<file path="config.mk">
export PLATFORM = sky130hd
export DESIGN_NAME = mul_div_sequencer
export DESIGN_NICKNAME = d
export VERILOG_FILES = /design/src/rtl/mul_div_sequencer_pkg.sv /design/src/rtl/mul_div_iter_unit.sv /design/src/rtl/mul_div_sequencer.sv
export SDC_FILE = /design/constraint.sdc
export NUM_CORES = 1
export LEC_CHECK = 0
export BUFFER_PORTS_ARGS = -buffer_cell sky130_fd_sc_hd__clkbuf_2
export CAP_MARGIN = 20
export CORE_ASPECT_RATIO = 0.75
export CORE_MARGIN = 2
export CORE_UTILIZATION = 40
export CTS_CLUSTER_DIAMETER = 150
export CTS_CLUSTER_SIZE = 10
export DETAILED_ROUTE_END_ITERATION = 10
export PLACE_DENSITY = 0.65
export SYNTH_ARGS = -nofsm -noshare
export SYNTH_HDL_FRONTEND = slang
export SYNTH_SLANG_ARGS = --single-unit
</file>
<file path="constraint.sdc">
create_clock -name clk -period 5 [get_ports clk]
set_clock_uncertainty 0.2 [all_clocks]
set_input_delay 0.5 -clock clk [delete_from_list [all_inputs] [get_ports clk]]
set_output_delay 0.5 -clock clk [all_outputs]
set_load 0.03 [all_outputs]
</file>
<file path="src/rtl/mul_div_sequencer_pkg.sv">
// Shared types for the multiply/divide sequencer: operation codes, FSM states,
// and the iteration-counter width helper.
package mulDivPkg;

  typedef enum logic [1:0] {
    UMUL = 2'd0,
    SMUL = 2'd1,
    UDIV = 2'd2,
    SDIV = 2'd3
  } md_op_t;

  typedef enum logic [2:0] {
    IDLE  = 3'd0,
    PREP  = 3'd1,
    ITER  = 3'd2,
    FIXUP = 3'd3,
    DONE  = 3'd4
  } md_state_t;

  // Counter only has to reach WIDTH-1, so clog2(WIDTH) bits are enough.
  function automatic int md_cnt_w(input int width);
    return $clog2(width);
  endfunction

endpackage

</file>
<file path="src/rtl/mul_div_iter_unit.sv">
// Iterative datapath shared by multiply and divide.
// acc holds {hi, lo}: for multiply it is {partial product, remaining multiplier};
// for divide it is {partial remainder, dividend bits shifting into quotient}.
module mul_div_iter_unit #(
  parameter int WIDTH = 32
) (
  input  logic             clk,
  input  logic             reset,
  input  logic             init,
  input  logic             step,
  input  logic             is_div,
  input  logic [WIDTH-1:0] a_mag,
  input  logic [WIDTH-1:0] b_mag,
  output logic [WIDTH-1:0] hi,
  output logic [WIDTH-1:0] lo
);

  logic [2*WIDTH-1:0] acc, acc_nxt;
  logic [WIDTH-1:0]   opnd;      // multiplicand or divisor
  logic [WIDTH:0]     mul_sum;   // upper half plus carry out
  logic [WIDTH:0]     rem_t;     // remainder shifted left with next dividend bit
  logic [WIDTH-1:0]   rem_sub;   // only used when rem_t >= opnd, so it fits in WIDTH

  // One shift-add or restoring-subtract step.
  always_comb begin
    mul_sum = {1'b0, acc[2*WIDTH-1:WIDTH]} + (acc[0] ? {1'b0, opnd} : {(WIDTH+1){1'b0}});
    rem_t   = acc[2*WIDTH-1:WIDTH-1];
    rem_sub = rem_t[WIDTH-1:0] - opnd;
    if (is_div) begin
      if (rem_t >= {1'b0, opnd}) acc_nxt = {rem_sub, acc[WIDTH-2:0], 1'b1};
      else                       acc_nxt = {rem_t[WIDTH-1:0], acc[WIDTH-2:0], 1'b0};
    end else begin
      acc_nxt = {mul_sum, acc[WIDTH-1:1]};
    end
  end

  // Load operands on init, advance one bit per step.
  always_ff @(posedge clk) begin
    if (reset) begin
      acc  <= '0;
      opnd <= '0;
    end else if (init) begin
      acc  <= {{WIDTH{1'b0}}, (is_div ? a_mag : b_mag)};
      opnd <= is_div ? b_mag : a_mag;
    end else if (step) begin
      acc  <= acc_nxt;
    end
  end

  assign hi = acc[2*WIDTH-1:WIDTH];
  assign lo = acc[WIDTH-1:0];

endmodule

</file>
<file path="src/rtl/mul_div_sequencer.sv">
// Multi-cycle controller for UMUL/SMUL/UDIV/SDIV: sign preparation, WIDTH
// iterations in mul_div_iter_unit, sign fix-up, and divide-by-zero reporting.
module mul_div_sequencer
  import mulDivPkg::*;
#(
  parameter int WIDTH = 32
) (
  input  logic             clk,
  input  logic             reset,
  input  logic             start,
  input  md_op_t           op,
  input  logic [WIDTH-1:0] operand_a,
  input  logic [WIDTH-1:0] operand_b,
  input  logic             abort,
  output logic             busy,
  output logic             done,
  output logic [WIDTH-1:0] result_hi,
  output logic [WIDTH-1:0] result_lo,
  output logic             div_by_zero
);

  localparam int CNT_W = md_cnt_w(WIDTH);

  md_state_t        state, state_nxt;
  md_op_t           op_q;
  logic [WIDTH-1:0] a_q, b_q;
  logic [CNT_W-1:0] cnt;
  logic             res_neg, rem_neg;

  logic             accept, is_div, is_signed, a_neg, b_neg, div0;
  logic [WIDTH-1:0] a_mag, b_mag;
  logic             init, step;
  logic [WIDTH-1:0] u_hi, u_lo;
  logic [2*WIDTH-1:0] prod_fix;
  logic [WIDTH-1:0] fix_hi, fix_lo;

  assign accept    = (state == IDLE) && start && !abort;
  assign is_div    = (op_q == UDIV) || (op_q == SDIV);
  assign is_signed = (op_q == SMUL) || (op_q == SDIV);
  assign a_neg     = is_signed && a_q[WIDTH-1];
  assign b_neg     = is_signed && b_q[WIDTH-1];
  assign a_mag     = a_neg ? (~a_q + 1'b1) : a_q;
  assign b_mag     = b_neg ? (~b_q + 1'b1) : b_q;
  assign div0      = is_div && (b_q == '0);

  mul_div_iter_unit #(.WIDTH(WIDTH)) u_iter (
    .clk    (clk),
    .reset  (reset),
    .init   (init),
    .step   (step),
    .is_div (is_div),
    .a_mag  (a_mag),
    .b_mag  (b_mag),
    .hi     (u_hi),
    .lo     (u_lo)
  );

  // State register.
  always_ff @(posedge clk) begin
    if (reset) state <= IDLE;
    else       state <= state_nxt;
  end

  // Next-state logic; abort always wins over progress or a new start.
  always_comb begin
    state_nxt = state;
    case (state)
      IDLE:    if (accept) state_nxt = PREP;
      PREP:    if (abort) state_nxt = IDLE;
               else if (div0) state_nxt = DONE;
               else state_nxt = ITER;
      ITER:    if (abort) state_nxt = IDLE;
               else if (cnt == '0) state_nxt = FIXUP;
      FIXUP:   state_nxt = abort ? IDLE : DONE;
      DONE:    state_nxt = IDLE;
      default: state_nxt = IDLE;
    endcase
  end

  // Moore outputs and datapath controls.
  always_comb begin
    busy = (state == PREP) || (state == ITER) || (state == FIXUP);
    done = (state == DONE);
    init = (state == PREP);
    step = (state == ITER);
  end

  // Final sign correction of the unsigned iteration result.
  always_comb begin
    prod_fix = res_neg ? (~{u_hi, u_lo} + 1'b1) : {u_hi, u_lo};
    if (is_div) begin
      fix_lo = res_neg ? (~u_lo + 1'b1) : u_lo;
      fix_hi = rem_neg ? (~u_hi + 1'b1) : u_hi;
    end else begin
      fix_lo = prod_fix[WIDTH-1:0];
      fix_hi = prod_fix[2*WIDTH-1:WIDTH];
    end
  end

  // Operand capture, sign bookkeeping and iteration counter.
  always_ff @(posedge clk) begin
    if (reset) begin
      op_q    <= UMUL;
      a_q     <= '0;
      b_q     <= '0;
      res_neg <= 1'b0;
      rem_neg <= 1'b0;
      cnt     <= '0;
    end else begin
      if (accept) begin
        op_q <= op;
        a_q  <= operand_a;
        b_q  <= operand_b;
      end
      if (state == PREP) begin
        res_neg <= a_neg ^ b_neg;
        rem_neg <= a_neg;
        cnt     <= CNT_W'(WIDTH-1);
      end else if (state == ITER) begin
        cnt     <= cnt - 1'b1;
      end
    end
  end

  // Results change only on entry to DONE; the flag clears on the next acceptance.
  always_ff @(posedge clk) begin
    if (reset) begin
      result_hi   <= '0;
      result_lo   <= '0;
      div_by_zero <= 1'b0;
    end else begin
      if (accept) div_by_zero <= 1'b0;
      if (state == PREP && !abort && div0) begin
        result_hi   <= a_q;
        result_lo   <= '1;
        div_by_zero <= 1'b1;
      end else if (state == FIXUP && !abort) begin
        result_hi   <= fix_hi;
        result_lo   <= fix_lo;
      end
    end
  end

endmodule

</file>
-- Yosys cells after proc, flatten, opt, wreduce, memory -nomap -nowiden
Index checks and enable logic that the tools add are counted.
- RAM bits: 0
- output and inout port bits: 67
- logic and storage cells: 87
- flip-flop bits (word level): 237
- memory bits (read-only): 0
- memories: 0
- latch bits: 0
- bits of input ports: 70
- shift-type cells: 0
- bitwise gates (word level): 6
- $lt $le $gt $ge: 1
- eq/ne operators: 9
- divide/modulo/power cells: 0
- multiplexer cells: 29
- reductions and logical operators: 21
- $add $sub $neg: 8
- $mul: 0
- operators by type and width (cell ; count):
    two-way mux 32 bit ; 15
    two-way mux 64 bit ; 3
    adder 32 x 1 -> 32 bit (second input constant) ; 4
    inverter 32 bit ; 4
    adder 64 x 1 -> 64 bit (second input constant) ; 1
    inverter 64 bit ; 1
    adder 32 x 32 -> 33 bit ; 1
    greater-or-equal comparator 33 x 32 -> 1 bit ; 1
    logical NOT 32 bit ; 1
    subtractor 32 bit ; 1
    two-way mux 3 bit ; 6
    case mux 3 bit (4 select lines) ; 1
    two-way mux 5 bit ; 2
    logical AND 1 bit ; 8
    == test 3 x 2 -> 1 bit (second input constant) ; 2
    nonzero test 2 bit ; 3
    logical NOT 5 bit ; 1
    subtractor 5 x 1 -> 5 bit (second input constant) ; 1
    == test 2 bit (second input constant) ; 2
    logical OR 1 bit ; 4
    == test 3 x 1 -> 1 bit (second input constant) ; 1
    == test 3 bit (second input constant) ; 1
    logical NOT 3 bit ; 1
    != test 3 x 2 -> 1 bit (second input constant) ; 1
    7 further kinds ; 8

-- Logic depth before layout (Yosys ltp)
- depth in word-level cells: 6
- gate-level depth with buffers: 15
- gate-level depth less buffers: 13

-- Hierarchy
Synthesis repeated with hierarchy kept, for this count alone.
- cell total of the unflattened synthesis: 2279
- area total of the unflattened synthesis: 17436.7 µm²
- modules (own cells, without submodules) (module ; cells an instance ; area an instance (µm²) ; seq. area each (µm²) ; instances):
    mul_div_iter_unit ; 1119 ; 8802.2 ; 1921.8 ; 1
    mul_div_sequencer ; 1160 ; 8634.5 ; 2822.7 ; 1

-- Least setup slack after synthesis
Ideal clock, no wire load.
- kind: reg-to-reg
- start point: reg u_iter.acc[0]
- end point: reg u_iter.acc[57]
- path buffers: 1
- period minus slack after synthesis: 3.406 ns
- slack: 1.594 ns
- data required time: 4.684 ns
- setup time: 0.116 ns
- arrival time: 3.090 ns
- stages on the path, launching flop included: 15
- cell sequence: dfxtp_1 clkinv_1 clkbuf_1 nor2_1 ha_1 a21o_1 a221oi_1 nor4bb_1 o211ai_1 a21oi_1 o31ai_1 a21oi_1 xor2_1 o211ai_1 o211a_1
- word-level cells in the longest chain between the ends: 3
- ends and longest elaborated chain (element ; RTL line ; RTL):
    start, declared ; mul_div_iter_unit.sv:18 ; logic [2*WIDTH-1:0] acc, acc_nxt;
    start signal, assigned ; mul_div_iter_unit.sv:43 ; acc <= {{WIDTH{1'b0}}, (is_div ? a_mag : b_mag)};
    start signal, assigned ; mul_div_iter_unit.sv:46 ; acc <= acc_nxt;
    two-way mux 32 bit ; mul_div_iter_unit.sv:26 ; mul_sum = {1'b0, acc[2*WIDTH-1:WIDTH]} + (acc[0] ? {1'b0, opnd} : {(WIDTH+1){1'b0}});
    adder 32 x 32 -> 33 bit ; mul_div_iter_unit.sv:26 ;
    two-way mux 64 bit ; mul_div_iter_unit.sv:29 ; if (is_div) begin
Every way passes these cells.
A chain may end at the register's enable or synchronous reset.

-- Worst setup path after layout
- start point: reg u_iter.acc[0]
- end point: reg u_iter.acc[56]
The elaborated chain is that of the path after synthesis.

==> flow_summary.ini <==
[setup_path]
crit_path_start_kind = flop
worst_path_max_delay_cell = dfxtp_1
slowest_delay_ps = 500
cp.arrival_ps = 4680
crit_type = flop to flop
path_common_cell = nor2_1
critPathCaptureType = flop
timing.critical_path.fanout_max = 16
cp_num_buf_inv = 1
path_delay_family = compound AO/OA/AOI/OAI gates
path_cells = clkinv_1, nor2_1, ha_1, a211oi_1, o21bai_1, a2111oi_0, nor2_1, o41ai_1, o21ai_0, nand3_1, a22oi_1, xnor2_1, a221oi_1
worstPathRequired_ps = 5280

[detailed_routing]
drc_errors = 0
antenna_left = 0
firstDrtPassIters = 5
vias_per_cell = 6.02
drt_iter0_markers = 2064
wl_per_cell_um = 22.0
vias = 17838
wirelength_um = 65100

[pwr]
power_density_nw_per_um2 = 283
power_w = 0.00551
sw_frac_of_total_pct = 35.8
leakage_nw = 7.82
p_seq_share_pct = 38.5
clkPwrFrac_pct = 31.7
intPower_w = 0.00354
comb_power_share_pct = 29.8
switchingPower_w = 0.00198
ir_worst_vdd_mv = 0.200

[placed_design]
port-buffer-count = 136
dp_hpwl_um = 48700
detailedPlace.worstSlack_ps = 729
dpl_cell_area_um2 = 18200
gp_congestion = 0.986
dp_cells = 2872

[timing]
setup_viol = 0
max_freq_mhz = 227
max-slew-margin-rel_pct = 24.4
finalCritPeriodShare_pct = 88.0
final_hold_viol_count = 0
finalSetupTns_ps = 0
tightest_slew_ps = 1130
rsz0062_at_grt = false
min_period_ps = 4400
setup_ws_ps = 598
final-max-slew-violation-count = 0

[final_layout]
area_growth_pct = 13.8
multi_input_area_um2 = 11400
nets = 2536
n_antenna_cell = 0
design_area_um2 = 19500
instances_no_fill = 2964
layout.area.seq_um2 = 4750
nFillCells = 4214
layout-drive-gt1-share_pct = 11.6

[grt]
grt_usage_pct = 28.3
antenna_found_initial = 1
grt_pass1_vias = 16164
grt_max_degree = 143
grt-ovfl-total = 0
grt_pass1_wl_um = 98500

[floorplan]
die_x_um = 243
std_cell_rows = 65
fp.dieH_um = 183
io_pins = 137
start_util_pct = 40.6
coreArea_um2 = 42100
die_area_um2 = 44500

[synth]
syn_area_per_cell_um2 = 7.46
async_flop_share_pct = 0
dominantRegCellSynth = dfxtp_1
syn-cell-area_um2 = 17100
synth_nets = 2435
yosysUniqueCellTypes = 89
synth.yosys.seq_area_share_pct = 27.7
synth-edff-count = 0
ys_warn_count = 0
ys_seq_elements = 237
synthCells = 2293

[clock_tree]
cts-resized-gates = 0
clock-root-buffer = clkbuf_16
cts.clk_slew.worst_paths_ps = 70
cts_sinks = 237
cts_htree_levels = 1
clkLatencyLatePin_ps = 570
postCtsSetupBuffers = 0
numCtsBuffers = 27
cts_buffer_depth = 3
cts_tree = built
holdBufCountCts = 62

[job]
cap_violations = 0

[min_path]
hp-class = primary input to flop

[run_status]
outcome = completed
[power groups by stage]
stage / clock network (W) / logic (W) / registers (W)
floorplan: 0 / 0.00117 / 0.00208
global placement: 0 / 0.00154 / 0.00215
detailed placement: 0 / 0.00156 / 0.00215
CTS: 0.00176 / 0.00161 / 0.00211
global route: 0.00183 / 0.00179 / 0.00213
finish: 0.00175 / 0.00164 / 0.00212
[cells by family (layout without fill, tap and decap cells)]
logic type	count (synthesis)	after routing	synth area share [%]
compound gates	696	696	26.3
xor+xnor	176	176	9.01
fa+ha+maj	72	72	5.35
buf+inv	234	336	5.69
flops	237	237	27.7
mux	55	55	3.46
simple gates	823	823	22.5
[worst register-to-register path, delay by kind of cell, from the launching register on]
| kind | cells | cell delay [ps] |
|---|---|---|
| simple gates | 3 | 680 |
| fa+ha+maj | 1 | 290 |
| compound gates | 7 | 2020 |
| flops | 1 | 500 |
| xor+xnor | 1 | 160 |
| buf+inv | 1 | 480 |
[registers in the layout, indices dropped and copies added, names as in the netlist]
signal	cells
result_hi	32
cnt	5
a_q	32
u_iter.opnd	32
res_neg	1
rem_neg	1
op_q	2
u_iter.acc	64
b_q	32
div_by_zero	1
state	3
result_lo	32
[cells in the mapped netlist (20+ instances only)]
cell      count  area, um2
buf_1        24       90.1
a21o_1       41        308
o21ai_0     112        561
ha_1         70        876
o31ai_1      25        188
clkbuf_1    119        447
inv_1        67        251
mux2i_1      49        490
nand2_1     296       1110
dfxtp_1     237       4740
a211oi_1     87        653
nor3_1       88        440
a21oi_1     241       1210
xnor2_1      97        850
nor2_1      243        912
xor2_1       79        692
o211ai_1     37        278
o22ai_1      20        125
nand3_1      43        215
[metrics by stage]
| step | hold slack, ps | utilization [%] |
|---|---|---|
| final | 13.1 | 46.2 |
| after global routing | 13.2 | 46.2 |
| after CTS | 1.30 | 46.2 |
| after detailed placement | 249 | 43.1 |
| after global placement | 242 | 43.1 |
| after floorplan | 232 | - |
[per-layer routing]
metal	wire [um]	vias to the layer above	track usage [%]
li1	-	8414	-
met1	30000	8414	42.5
met2	26100	906	40.7
met3	7610	100	6.91
met4	1440	4	5.79
met5	38	-	0
[path summary, 6_finish.rpt]
kind                           to            start  depth (start not counted)  slack [ps]
setup / recovery   u_iter.acc[56]    u_iter.acc[0]                         13         600
hold / removal            b_q[18]    operand_b[18]                          3          10
setup reg to reg   u_iter.acc[56]    u_iter.acc[0]                         13         600
hold reg to reg   u_iter.opnd[15]  u_iter.opnd[15]                          2         260
[layout make-up]
type | instances | area share, %
Multi-Input combinational cell | 1822 | 58.7
Sequential cell | 237 | 24.4
Inverter | 70 | 1.35
Tap cell | 569 | 3.65
Clock inverter | 2 | 0.0706
Timing Repair Buffer | 236 | 8.37
Clock buffer | 28 | 3.49
[cell usage in the layout, fill, tap and decap left out, types with 8 or more instances in the layout]
master | netlist | final
ha_1 | 70 | 70
and3_1 | 12 | 12
o221a_2 | 8 | 8
clkbuf_2 | 0 | 135
nand2_1 | 296 | 296
a21oi_1 | 241 | 241
a31oi_1 | 16 | 16
o41ai_1 | 10 | 10
o31ai_1 | 25 | 25
a211oi_1 | 87 | 87
xor2_1 | 79 | 79
nand4_1 | 13 | 13
and2_1 | 10 | 10
inv_1 | 67 | 67
or3_1 | 14 | 14
buf_4 | 2 | 35
o21ai_0 | 112 | 112
nor4_1 | 17 | 16
or4_1 | 9 | 9
mux2i_1 | 49 | 49
nor3_1 | 88 | 88
dlygate4sd3_1 | 0 | 62
a22oi_1 | 10 | 10
nand3_1 | 43 | 43
o22ai_1 | 20 | 20
a21o_1 | 41 | 41
o21a_1 | 11 | 11
o211ai_1 | 37 | 37
nand2b_1 | 13 | 13
dfxtp_1 | 237 | 236
nor2_1 | 243 | 243
nor2b_1 | 10 | 10
clkbuf_16 | 0 | 27
xnor2_1 | 97 | 97
nor3_2 | 10 | 9
(Power assumes the default switching activity.)
